`src/rtl/uart_tx_arbiter.sv`:
```
// Round-robin arbiter that shares one uart_tx between N_REQ byte requesters.
// Optional WAIT timeout with err output: define UART_TX_ARB_TIMEOUT_EN.
module uart_tx_arbiter #(
  parameter int unsigned N_REQ = 4,
  parameter int unsigned IDX_W = $clog2(N_REQ)
`ifdef UART_TX_ARB_TIMEOUT_EN
  ,
  parameter int unsigned TIMEOUT_TICKS = 320
`endif
) (
  input  logic               clk,
  input  logic               rst_n,
  input  logic               tick,
  input  logic [N_REQ-1:0]   req,
  input  logic [8*N_REQ-1:0] req_data,
  output logic [N_REQ-1:0]   ack,
  output logic               busy,
  output logic [IDX_W-1:0]   grant_idx,
  output logic               tx_start,
  output logic [7:0]         tx_din,
  input  logic               tx_done_tick
`ifdef UART_TX_ARB_TIMEOUT_EN
  ,
  output logic               err
`endif
);

  localparam int unsigned PW = IDX_W + 1;

  typedef enum logic [1:0] {S_IDLE, S_ISSUE, S_WAIT, S_DONE} state_t;

  state_t             r_state;
  logic [N_REQ-1:0]   r_ack;
  logic               r_busy;
  logic [IDX_W-1:0]   r_grant;
  logic               r_start;
  logic [7:0]         r_din;
  logic [IDX_W-1:0]   r_rr_ptr;

  logic               w_hit;
  logic [IDX_W-1:0]   w_sel;
  logic [PW-1:0]      w_pos;
  logic [7:0]         w_byte;
  logic [IDX_W-1:0]   w_next;
  logic [N_REQ-1:0]   w_onehot;

`ifdef UART_TX_ARB_TIMEOUT_EN
  localparam int unsigned CW = $clog2(TIMEOUT_TICKS + 1);
  logic [CW-1:0]      r_cnt;
  logic               r_err;
  assign err = r_err;
`endif

  // First requester at or after rr_ptr, wrapping; w_pos never exceeds 2*N_REQ-2.
  always_comb begin
    w_hit = 1'b0;
    w_sel = '0;
    w_pos = '0;
    for (int unsigned k = 0; k < N_REQ; k++) begin
      w_pos = {1'b0, r_rr_ptr} + PW'(k);
      if (w_pos >= PW'(N_REQ)) w_pos = w_pos - PW'(N_REQ);
      if (!w_hit && req[w_pos[IDX_W-1:0]]) begin
        w_hit = 1'b1;
        w_sel = w_pos[IDX_W-1:0];
      end
    end
  end

  assign w_byte   = req_data[{w_sel, 3'b000} +: 8];
  assign w_next   = (r_grant == IDX_W'(N_REQ - 1)) ? '0 : r_grant + 1'b1;
  assign w_onehot = {{(N_REQ-1){1'b0}}, 1'b1} << r_grant;

  always_ff @(posedge clk or negedge rst_n) begin
    if (!rst_n) begin
      r_state  <= S_IDLE;
      r_ack    <= '0;
      r_busy   <= 1'b0;
      r_grant  <= '0;
      r_start  <= 1'b0;
      r_din    <= '0;
      r_rr_ptr <= '0;
`ifdef UART_TX_ARB_TIMEOUT_EN
      r_cnt    <= '0;
      r_err    <= 1'b0;
`endif
    end else begin
      r_ack <= '0;
`ifdef UART_TX_ARB_TIMEOUT_EN
      r_err <= 1'b0;
`endif
      unique case (r_state)
        S_IDLE: begin
          if (w_hit) begin
            r_grant <= w_sel;
            r_din   <= w_byte;
            r_start <= 1'b1;
            r_busy  <= 1'b1;
            r_state <= S_ISSUE;
          end
        end
        S_ISSUE: begin
          if (tick) begin
            r_start <= 1'b0;
            r_state <= S_WAIT;
`ifdef UART_TX_ARB_TIMEOUT_EN
            r_cnt   <= '0;
`endif
          end
        end
        S_WAIT: begin
          // Done flag spans a whole tick period, so only qualify it with tick.
          if (tick && tx_done_tick) begin
            r_ack    <= w_onehot;
            r_rr_ptr <= w_next;
            r_state  <= S_DONE;
          end
`ifdef UART_TX_ARB_TIMEOUT_EN
          else if (tick) begin
            if (r_cnt == CW'(TIMEOUT_TICKS - 1)) begin
              r_err    <= 1'b1;
              r_rr_ptr <= w_next;
              r_state  <= S_DONE;
            end else begin
              r_cnt <= r_cnt + 1'b1;
            end
          end
`endif
        end
        S_DONE: begin
          r_busy  <= 1'b0;
          r_state <= S_IDLE;
        end
        default: r_state <= S_IDLE;
      endcase
    end
  end

  assign ack       = r_ack;
  assign busy      = r_busy;
  assign grant_idx = r_grant;
  assign tx_start  = r_start;
  assign tx_din    = r_din;

endmodule

```
`config.mk`:
```
export PLATFORM = sky130hd
export DESIGN_NAME = uart_tx_arbiter
export DESIGN_NICKNAME = d
export VERILOG_FILES = /design/src/rtl/uart_tx_arbiter.sv
export SDC_FILE = /design/constraint.sdc
export NUM_CORES = 1
export LEC_CHECK = 0
export CORE_UTILIZATION = 30
export DETAILED_ROUTE_END_ITERATION = 6
export PLACE_DENSITY_LB_ADDON = 0.05
export SYNTH_ARGS = -nofsm -noshare
export SYNTH_HDL_FRONTEND = slang
export SYNTH_SLANG_ARGS = --single-unit
```
`constraint.sdc`:
```
create_clock -name clk -period 1.42 [get_ports clk]
set_input_delay 0.213 -clock clk [delete_from_list [all_inputs] [get_ports clk]]
set_output_delay 0.213 -clock clk [all_outputs]
set_load 0.02 [all_outputs]
```
# Yosys cells after proc, flatten, opt, wreduce, memory -nomap -nowiden
# Index checks and enable logic that the tools add are counted.
[word_totals]
out_inout_bits = 16
register_bits = 20
word_cells = 78
input_bits = 40
latchBits = 0
mem_count = 0
mem_bits_ro = 0
ram_bits = 0
[classes]
div = 0
eq_ne = 7
muxes = 31
multipliers = 0
shifts = 2
n_lt_le_gt_ge = 8
bitwise = 0
addsub = 8
n_reduce_logical = 15
[op_table]
columns = ["cell", "count"]
rows = [
  ["indexed part select 32 x 6 -> 8 bit", 1],
  ["two-way mux 2 bit", 12],
  ["less-than comparator 2 x 3 -> 1 bit (second input constant)", 4],
  ["two-way mux 1 bit", 10],
  [">= comparator 3 bit (second input constant)", 3],
  ["binary-select mux 1 bit (select 2 bit)", 4],
  ["two-way mux 4 bit", 2],
  ["one-hot mux 2 bit (4 select lines)", 1],
  ["subtractor 2 x 1 -> 2 bit (second input constant)", 4],
  ["adder 2 x 2 -> 3 bit (second input constant)", 2],
  ["== test 2 bit (second input constant)", 3],
  ["!= test 2 bit (second input constant)", 3],
  ["AND reduction 2 bit", 3],
  ["AND reduction 3 bit", 2],
  ["logical AND 1 bit", 4],
  ["one-hot mux 1 bit (2 select lines)", 2],
  ["nonzero test 2 bit", 2],
  ["<< shifter 1 x 2 -> 4 bit (first input constant)", 1],
  ["adder 2 x 1 -> 3 bit (second input constant)", 1],
  [">= comparator 2 x 3 -> 1 bit (second input constant)", 1],
  ["logical NOT 1 bit", 3],
  ["adder 2 x 1 -> 2 bit (second input constant)", 1],
  ["== test 2 x 1 -> 1 bit (second input constant)", 1],
  ["logical NOT 2 bit", 1],
]

# Logic depth before layout (Yosys ltp)
# Gate-level depths: netlist (run 1).
[logic_depth]
word_depth = 16
mapped_depth = 6
ltp_nobuf = 6

# Worst setup path after synthesis (run 1)
# Ideal clock, no wire load.
[synth_path]
kind = "register to register"
startpoint = "reg r_state[0]"
endpoint = "reg r_din[0] (netlist: tx_din[0])"
arrival_ns = 1.409
setup_time_ns = 0.091
slack_ns = -0.080
synth_period_minus_slack_ns = 1.500
stages_incl_launch_ff = 7
required_time_ns = 1.329
path_buffers = 1
path_cell_list = "dfrtp_1 -> inv_1 -> ha_1 -> inv_1 -> or3_1 -> buf_2 -> o221ai_1"
[synth_between]
elab_chain_cells = 2
[synth_rtl]
columns = ["item", "line_no", "rtl"]
rows = [
  ["start: declaration", "32", "state_t r_state;"],
  ["start signal: assignment", "75", "r_state <= S_IDLE;"],
  ["start signal: assignment", "98", "r_state <= S_ISSUE;"],
  ["start signal: assignment", "104", "r_state <= S_WAIT;"],
  ["logical NOT 2 bit", "91", "unique case (r_state)"],
  ["AND reduction 2 bit (no line)", "--", ""],
  ["end signal: assignment", "95", "r_din <= w_byte;"],
  ["end: declaration", "37", "logic [7:0] r_din;"],
]
# Every way passes these cells.
# A chain may end at the register's enable or synchronous reset.

# Worst setup path after layout (run 1)
[layout_path]
startpoint = "in req[1]"
endpoint = "reg r_din[2] (netlist: tx_din[2])"
[layout_between]
elab_chain_cells = 13
word_cells_on_any_way = 24
classes_between = "shift: 1; mux: 16; reduce/logical: 7"
[layout_rtl]
columns = ["item", "line_no", "rtl"]
rows = [
  ["start: declaration", "14", "input logic [N_REQ-1:0] req,"],
  ["binary-select mux 1 bit (select 2 bit)", "62", "if (!w_hit && req[w_pos[IDX_W-1:0]]) begin"],
  ["two-way mux 1 bit (not written as such)", "62", ""],
  ["two-way mux 1 bit", "62", ""],
  ["logical NOT 1 bit", "62", ""],
  ["logical AND 1 bit", "62", ""],
  ["two-way mux 1 bit", "62", ""],
  ["logical NOT 1 bit", "62", ""],
  ["logical AND 1 bit", "62", ""],
  ["two-way mux 1 bit", "62", ""],
  ["logical NOT 1 bit", "62", ""],
  ["logical AND 1 bit", "62", ""],
  ["two-way mux 2 bit / two-way mux 1 bit (equally long branches)", "62", ""],
  ["indexed part select 32 x 6 -> 8 bit / AND reduction 2 bit (equally long branches)", "--", ""],
]
# Parallel ways exist; a longest one is shown, timed or not. The select of a mux whose other input is x is not followed.

==> impl_metrics.json, run 1 <==
{
  "drt_wl_total_mm": 3.32,
  "p_sw_mw": 1.49,
  "cts_buffers": 3,
  "diodes": 0,
  "crit_required_ns": 1.56,
  "drive_gt1_share_pct": 29.2,
  "clockPowerShare_pct": 14.8,
  "yosys_register_bits": 20,
  "yosysTopAreaCell": "dfrtp_1",
  "maxCapViolations": 0,
  "cts.htree.levels": 1,
  "path_delay_family": "buffers and inverters",
  "pwr-share-seq_pct": 25.9,
  "synth.distinct_cells": 25,
  "firstDrtPassIters": 4,
  "overflow": 0,
  "synth_xor_area_share_pct": 0,
  "die_x_microns": 64.9,
  "syn_inst": 112,
  "globalplace.congestion": 0.860,
  "status": "finished with violations",
  "worstSetupStartpointType": "primary input",
  "pin_count": 56,
  "cts.path.max_buffers": 2,
  "worstMarginPinSlew_ns": 0.277,
  "max_stage_delay_ns": 0.51,
  "row_count": 22,
  "syn_area_sq_mm": 0.00119,
  "core_sq_mm": 0.00372,
  "cts_tree": "done",
  "port_buffers": 55,
  "p_per_area_mw_per_mm2": 1820,
  "yosys.area_share.simple_pct": 14.1,
  "synth_compound_area_share_pct": 14.1,
  "p_sw_share_pct": 38.1,
  "finalSetupViolations": 9,
  "end_kind": "flop",
  "vdd_drop_max_uv": 1390,
  "yosys_warnings": 0,
  "yosysSeqAreaShare_pct": 42.1,
  "start_util_pct": 32.0,
  "min_path_type": "in -> async",
  "clkTransAtPathRegs_ns": 0.08,
  "path_class": "in -> reg",
  "leakagePower_nw": 1.08,
  "die-area_sq_mm": 0.00421,
  "ant_nets": 0,
  "post-route-period-util_pct": 109,
  "synth.area.top_cells": "dfrtp_1, mux2i_1, ha_1",
  "cp_cell_sequence": "clkdlybuf4s50_1, buf_4, a21o_2, nand2_4, mux2i_1, o221ai_1",
  "pre_cts_ws_ns": -0.494,
  "cp.buffers_inverters": 2,
  "slew_headroom_pct": 81.4,
  "drtIter0Drc": 19,
  "clock_skew_ns": 0.00490,
  "syn-num-nets": 160,
  "avgRoutedWirePerCell_microns": 13.6,
  "via_per_inst": 4.76,
  "total_power_mw": 3.90,
  "yosysTopAreaCellShare_pct": 42.1,
  "power_frac_comb_pct": 59.2,
  "insertion_delay_ns": 0.26,
  "violations": "setup timing",
  "track_usage_pct": 15.8,
  "synth.avg_cell_area_sq_um": 10.6,
  "grt_pass1_wl_mm": 5.13,
  "worstPathArrival_ns": 1.68,
  "cts-root-buf": "clkbuf_8",
  "finalWorstSetupSlack_ns": -0.124,
  "grt_pass1_vias": 1152,
  "vias": 1156,
  "final_hold_viol_count": 0,
  "max_freq_ghz": 0.648,
  "hpwl_mm": 2.44,
  "nets": 244,
  "antenna_found_initial": 0,
  "synthAdderAreaFrac_pct": 8.43,
  "grt_max_degree": 21,
  "synth_top_family_by_area": "multiplexers",
  "crit_fanout": 8,
  "finalMaxSlewViolations": 0,
  "drc": 0,
  "cts.sinks": 20,
  "chipHeight_microns": 64.9,
  "finalCriticalPeriod_ns": 1.54,
  "area_delta_synth_final_pct": 80.7,
  "rsz0062_at_grt": "yes",
  "synthMuxAreaShare_pct": 17.2,
  "critPathSlowestCell": "clkdlybuf4s50_1",
  "p_int_mw": 2.41
}
per-stage QoR:
step | util (%) | setup TNS (ns) | hold WS [ns] | cells | area [sq um]
2_1_floorplan | - | -0.116 | -0.0826 | 112 | 1220
3_3_place_gp | 53.0 | -5.22 | 0.470 | 234 | 1970
3_5_place_dp | 53.0 | -6.14 | 0.480 | 234 | 1970
4_1_cts | 56.8 | -0.876 | 0.294 | 242 | 2110
5_1_grt | 57.7 | -1.52 | 0.318 | 243 | 2150
6_report | 57.7 | -0.797 | 0.291 | 243 | 2150
cells in the mapped netlist:
library cell	number
dfrtp_1	20
mux2i_1	17
nand2_1	13
ha_1	8
o221ai_1	8
inv_1	7
nor2_1	6
a21oi_1	5
o21ai_1	5
and2_1	4
nand2b_1	3
buf_2	2
mux2_2	2
a211oi_1	1
a21o_1	1
a22o_1	1
a2bb2oi_1	1
a2bb2oi_2	1
and3_1	1
buf_6	1
mux2_1	1
nand2_4	1
nor3b_1	1
nor4_4	1
or3_1	1
cell families (layout without fill, tap and decap cells):
family,count (synthesis),after routing
AOI/OAI and AO/OA,23,23
adders and majority gates,8,8
buffers and inverters,10,92
DFF,20,20
muxes,20,20
and+or+nand+nor,31,32
cell type report:
class / instances / area [sq um]
multi-input combinational: 83 / 746
clock inverter: 1 / 30.0
fill: 328 / 1570
sequential: 20 / 502
inverter: 7 / 26.3
clock buffer: 3 / 41.3
tap: 48 / 60.1
timing repair buffer: 81 / 741
routing by layer:
metal  up-vias  GRT usage (%)  wire [microns]
li1        566              -               -
met1       565           17.8            1340
met2        23           30.1            1810
met3         2           3.52             151
met4         0           2.78              12
met5         -              0               0
registers in the layout, indices dropped and copies added (netlist names):
name / cells
tx_din: 8
ack: 4
grant_idx: 2
r_rr_ptr: 2
r_state: 2
busy: 1
tx_start: 1
power groups by stage:
stage               clock network, mW  logic [mW]  registers [mW]
finish                          0.578        2.31            1.01
global route                    0.611        2.50            1.05
CTS                             0.595        2.28            1.01
detailed placement                  0        2.14            1.01
global placement                    0        2.09            1.00
floorplan                           0       0.990            1.20
final timing paths:
path	from	endpoint	slack (ns)	cells past startpoint
worst max-delay path	req[1]	tx_din[2]$_DFFE_PN0P_	-0.12	6
worst min-delay path	rst_n	ack[1]$_DFF_PN0_	0.29	2
worst max register to register	r_rr_ptr[1]$_DFFE_PN0P_	tx_din[2]$_DFFE_PN0P_	-0.12	5
worst min register to register	tx_din[7]$_DFFE_PN0P_	tx_din[7]$_DFFE_PN0P_	0.50	2
max in group asynchronous	rst_n	r_rr_ptr[1]$_DFFE_PN0P_	0.90	2
min in group clk	tx_din[7]$_DFFE_PN0P_	tx_din[7]$_DFFE_PN0P_	0.50	2
layout by cell type, fill, tap and decap left out, drive strengths merged, types with 3 or more instances in the layout:
| master | synthesis | routed |
|---|---|---|
| clkdlybuf4s50 | 0 | 36 |
| buf | 3 | 26 |
| dfrtp | 20 | 20 |
| mux2i | 17 | 17 |
| nand2 | 14 | 15 |
| dlygate4sd2 | 0 | 14 |
| o221ai | 8 | 8 |
| ha | 8 | 8 |
| inv | 7 | 7 |
| nor2 | 6 | 6 |
| o21ai | 5 | 5 |
| dlymetal6s2s | 0 | 5 |
| a21oi | 5 | 5 |
| and2 | 4 | 4 |
| clkbuf | 0 | 3 |
| nand2b | 3 | 3 |
| mux2 | 3 | 3 |
repair_timing:
| item | CTS | global route |
|---|---|---|
| hold buffers | 0 | 0 |
| buffers inserted | 3 | 1 |
| setup endpoints to repair | 26 | 18 |
| pin swaps | 11 | 3 |
| resized for setup | 27 | 9 |
| cloned | 1 | 0 |
Power figures use the tool's default switching activity.
==> run 2, diff against run 1 <==
- CAP_MARGIN: unset -> 20
==> results of run 2 <==
Same layout as run 1: the final DEF is identical, and so are final timing and power.
==> run 3, diff against run 2 <==
--- a/config.mk
+++ b/config.mk
@@ -11,2 +11,3 @@
 export PLACE_DENSITY_LB_ADDON = 0.05
+export SKIP_CTS_REPAIR_TIMING = 1
 export SYNTH_ARGS = -nofsm -noshare
--- a/constraint.sdc
+++ b/constraint.sdc
@@ -3,2 +3,2 @@
 set_output_delay 0.213 -clock clk [all_outputs]
-set_load 0.02 [all_outputs]
+set_load 0.05 [all_outputs]
==> run 3 against run 2 <==
The run still ends with setup timing left. Total power grew 25%. Sequential power rose by 9.9%. Register-to-register slack about the same. First-iteration DRC count grew 79%. Critical path type is now reg -> reg. Critical endpoint is now tx_din[6]$_DFFE_PN0P_. Largest cell class is now non-clock buffers. Highest routed layer unchanged.
==> impl_metrics.json, run 3 (synthesis results as in run 1) <==
{
  "crit_fanout": 9,
  "area_delta_synth_final_pct": 97.2,
  "nets": 246,
  "rsz0062_at_grt": "yes",
  "status": "finished with violations",
  "die-area_sq_mm": 0.00421,
  "drc": 0,
  "cts_buffers": 3,
  "worstSetupStartpointType": "flop",
  "reg2reg_from": "r_rr_ptr[1]$_DFFE_PN0P_",
  "core_sq_mm": 0.00372,
  "grt_max_degree": 21,
  "insertion_delay_ns": 0.26,
  "clock_skew_ns": 0.000685,
  "port_buffers": 55,
  "maxCapViolations": 0,
  "via_per_inst": 4.86,
  "finalCriticalPeriod_ns": 1.55,
  "finalSetupViolations": 11,
  "timing.hold.ws_ns": 0.295,
  "final_hold_viol_count": 0,
  "worstPathArrival_ns": 1.69,
  "r2r_slack_ns": -0.13,
  "dpl.cell_count": 234,
  "grt_pass1_wl_mm": 4.66,
  "drive_gt1_share_pct": 38.6,
  "clkTransAtPathRegs_ns": 0.08,
  "finalWorstSetupSlack_ns": -0.133,
  "drtIter0Drc": 34,
  "drt_wl_total_mm": 3.15,
  "cts.htree.levels": 1,
  "row_count": 22,
  "die_x_microns": 64.9,
  "violations": "setup timing",
  "grt_pass1_vias": 1110,
  "finalMaxSlewViolations": 0,
  "path_class": "reg -> reg",
  "max_freq_ghz": 0.644,
  "layout.cells.most_common_list": "clkdlybuf4s50_1, buf_4, buf_12, dfrtp_1, mux2i_1",
  "avgRoutedWirePerCell_microns": 12.8,
  "slew_headroom_pct": 76.1,
  "firstDrtPassIters": 4,
  "start_util_pct": 32.0,
  "worstMarginPinSlew_ns": 0.356,
  "cts.path.max_buffers": 2,
  "cts_tree": "done",
  "crit_required_ns": 1.55,
  "largest_reg_flops": 8,
  "final_common_cell": "clkdlybuf4s50_1",
  "cts.sinks": 20,
  "vdd_drop_max_uv": 1290,
  "post-route-period-util_pct": 109,
  "track_usage_pct": 14.4,
  "final_cells": 245,
  "diodes": 0,
  "leakagePower_nw": 1.09,
  "overflow": 0,
  "vias": 1190,
  "reg2reg_to": "tx_din[6]$_DFFE_PN0P_",
  "p_per_area_mw_per_mm2": 2080,
  "min_path_type": "in -> async",
  "hpwl_mm": 2.45,
  "cts-root-buf": "clkbuf_8",
  "globalplace.congestion": 0.816,
  "pin_count": 56,
  "antenna_found_initial": 0,
  "rr_worst_depth": 6,
  "chipHeight_microns": 64.9,
  "worstSetupStartpoint": "r_rr_ptr[1]$_DFFE_PN0P_",
  "ant_nets": 0,
  "end_kind": "flop",
  "n_fill_cell": 307
}
run 3: cell types whose count changed in the layout (fill, tap and decap cells not counted), sizes merged:
cell,before,now
dlymetal6s2s,5,3
nand2,15,14
dlygate4sd2,14,0
buf,26,45
run 3: per-layer routing:
metal | up-vias | wire, microns | GRT usage (%) | share of wire, %
li1 | 571 | - | - | -
met5 | - | 0 | 0 | 0
met3 | 4 | 220 | 4.93 | 7.0
met4 | 0 | 32 | 5.00 | 1.0
met2 | 46 | 1640 | 25.5 | 52
met1 | 569 | 1250 | 15.7 | 40
run 3: per-stage QoR:
stage	instance area [sq um]	TNS (ns)	utilization, %	power, mW	worst slack [ns]
after global placement	2130	-4.93	57.3	3.93	-0.397
after floorplan	1230	-0.116	-	2.59	-0.0166
after global routing	2340	-1.84	63.0	5.14	-0.196
after CTS	2200	-1.59	59.3	4.58	-0.182
final	2340	-0.981	63.0	4.87	-0.133
after detailed placement	2130	-5.41	57.3	3.99	-0.424
run 3: final cells by class:
cell class	count	area (sq um)	area share (%)
sequential	20	505	21.6
multi-input combinational	82	717	30.6
tap	48	60.1	2.57
inverter	7	26.3	1.12
clock buffer	3	41.3	1.76
clock inverter	1	30.0	1.28
timing repair buffer	84	961	41.0
run 3: power breakdown:
part / switching [mW] / internal (mW) / total [mW]
clock: 0.207 / 0.377 / 0.584
combinational: 1.45 / 1.72 / 3.17
sequential: 0.292 / 0.823 / 1.11
total: 1.95 / 2.92 / 4.87
run 3: worst max-delay path by stage:
stage                     cells after the start               endpoint  slack [ns]
after floorplan                               6  tx_din[0]$_DFFE_PN0P_       -0.02
after global placement                        6  tx_din[1]$_DFFE_PN0P_       -0.40
after detailed placement                      7  tx_din[7]$_DFFE_PN0P_       -0.42
after CTS                                     5  tx_din[1]$_DFFE_PN0P_       -0.18
after global routing                          6  tx_din[2]$_DFFE_PN0P_       -0.20
final                                         6  tx_din[6]$_DFFE_PN0P_       -0.13
run 3: worst max-delay path, stage by stage, from the launching register on:
cell,delay (ns)
dfrtp_2,0.45
nand2b_4,0.16
a21o_1,0.19
nand2_4,0.13
buf_12,0.14
mux2i_1,0.21
o221ai_1,0.14
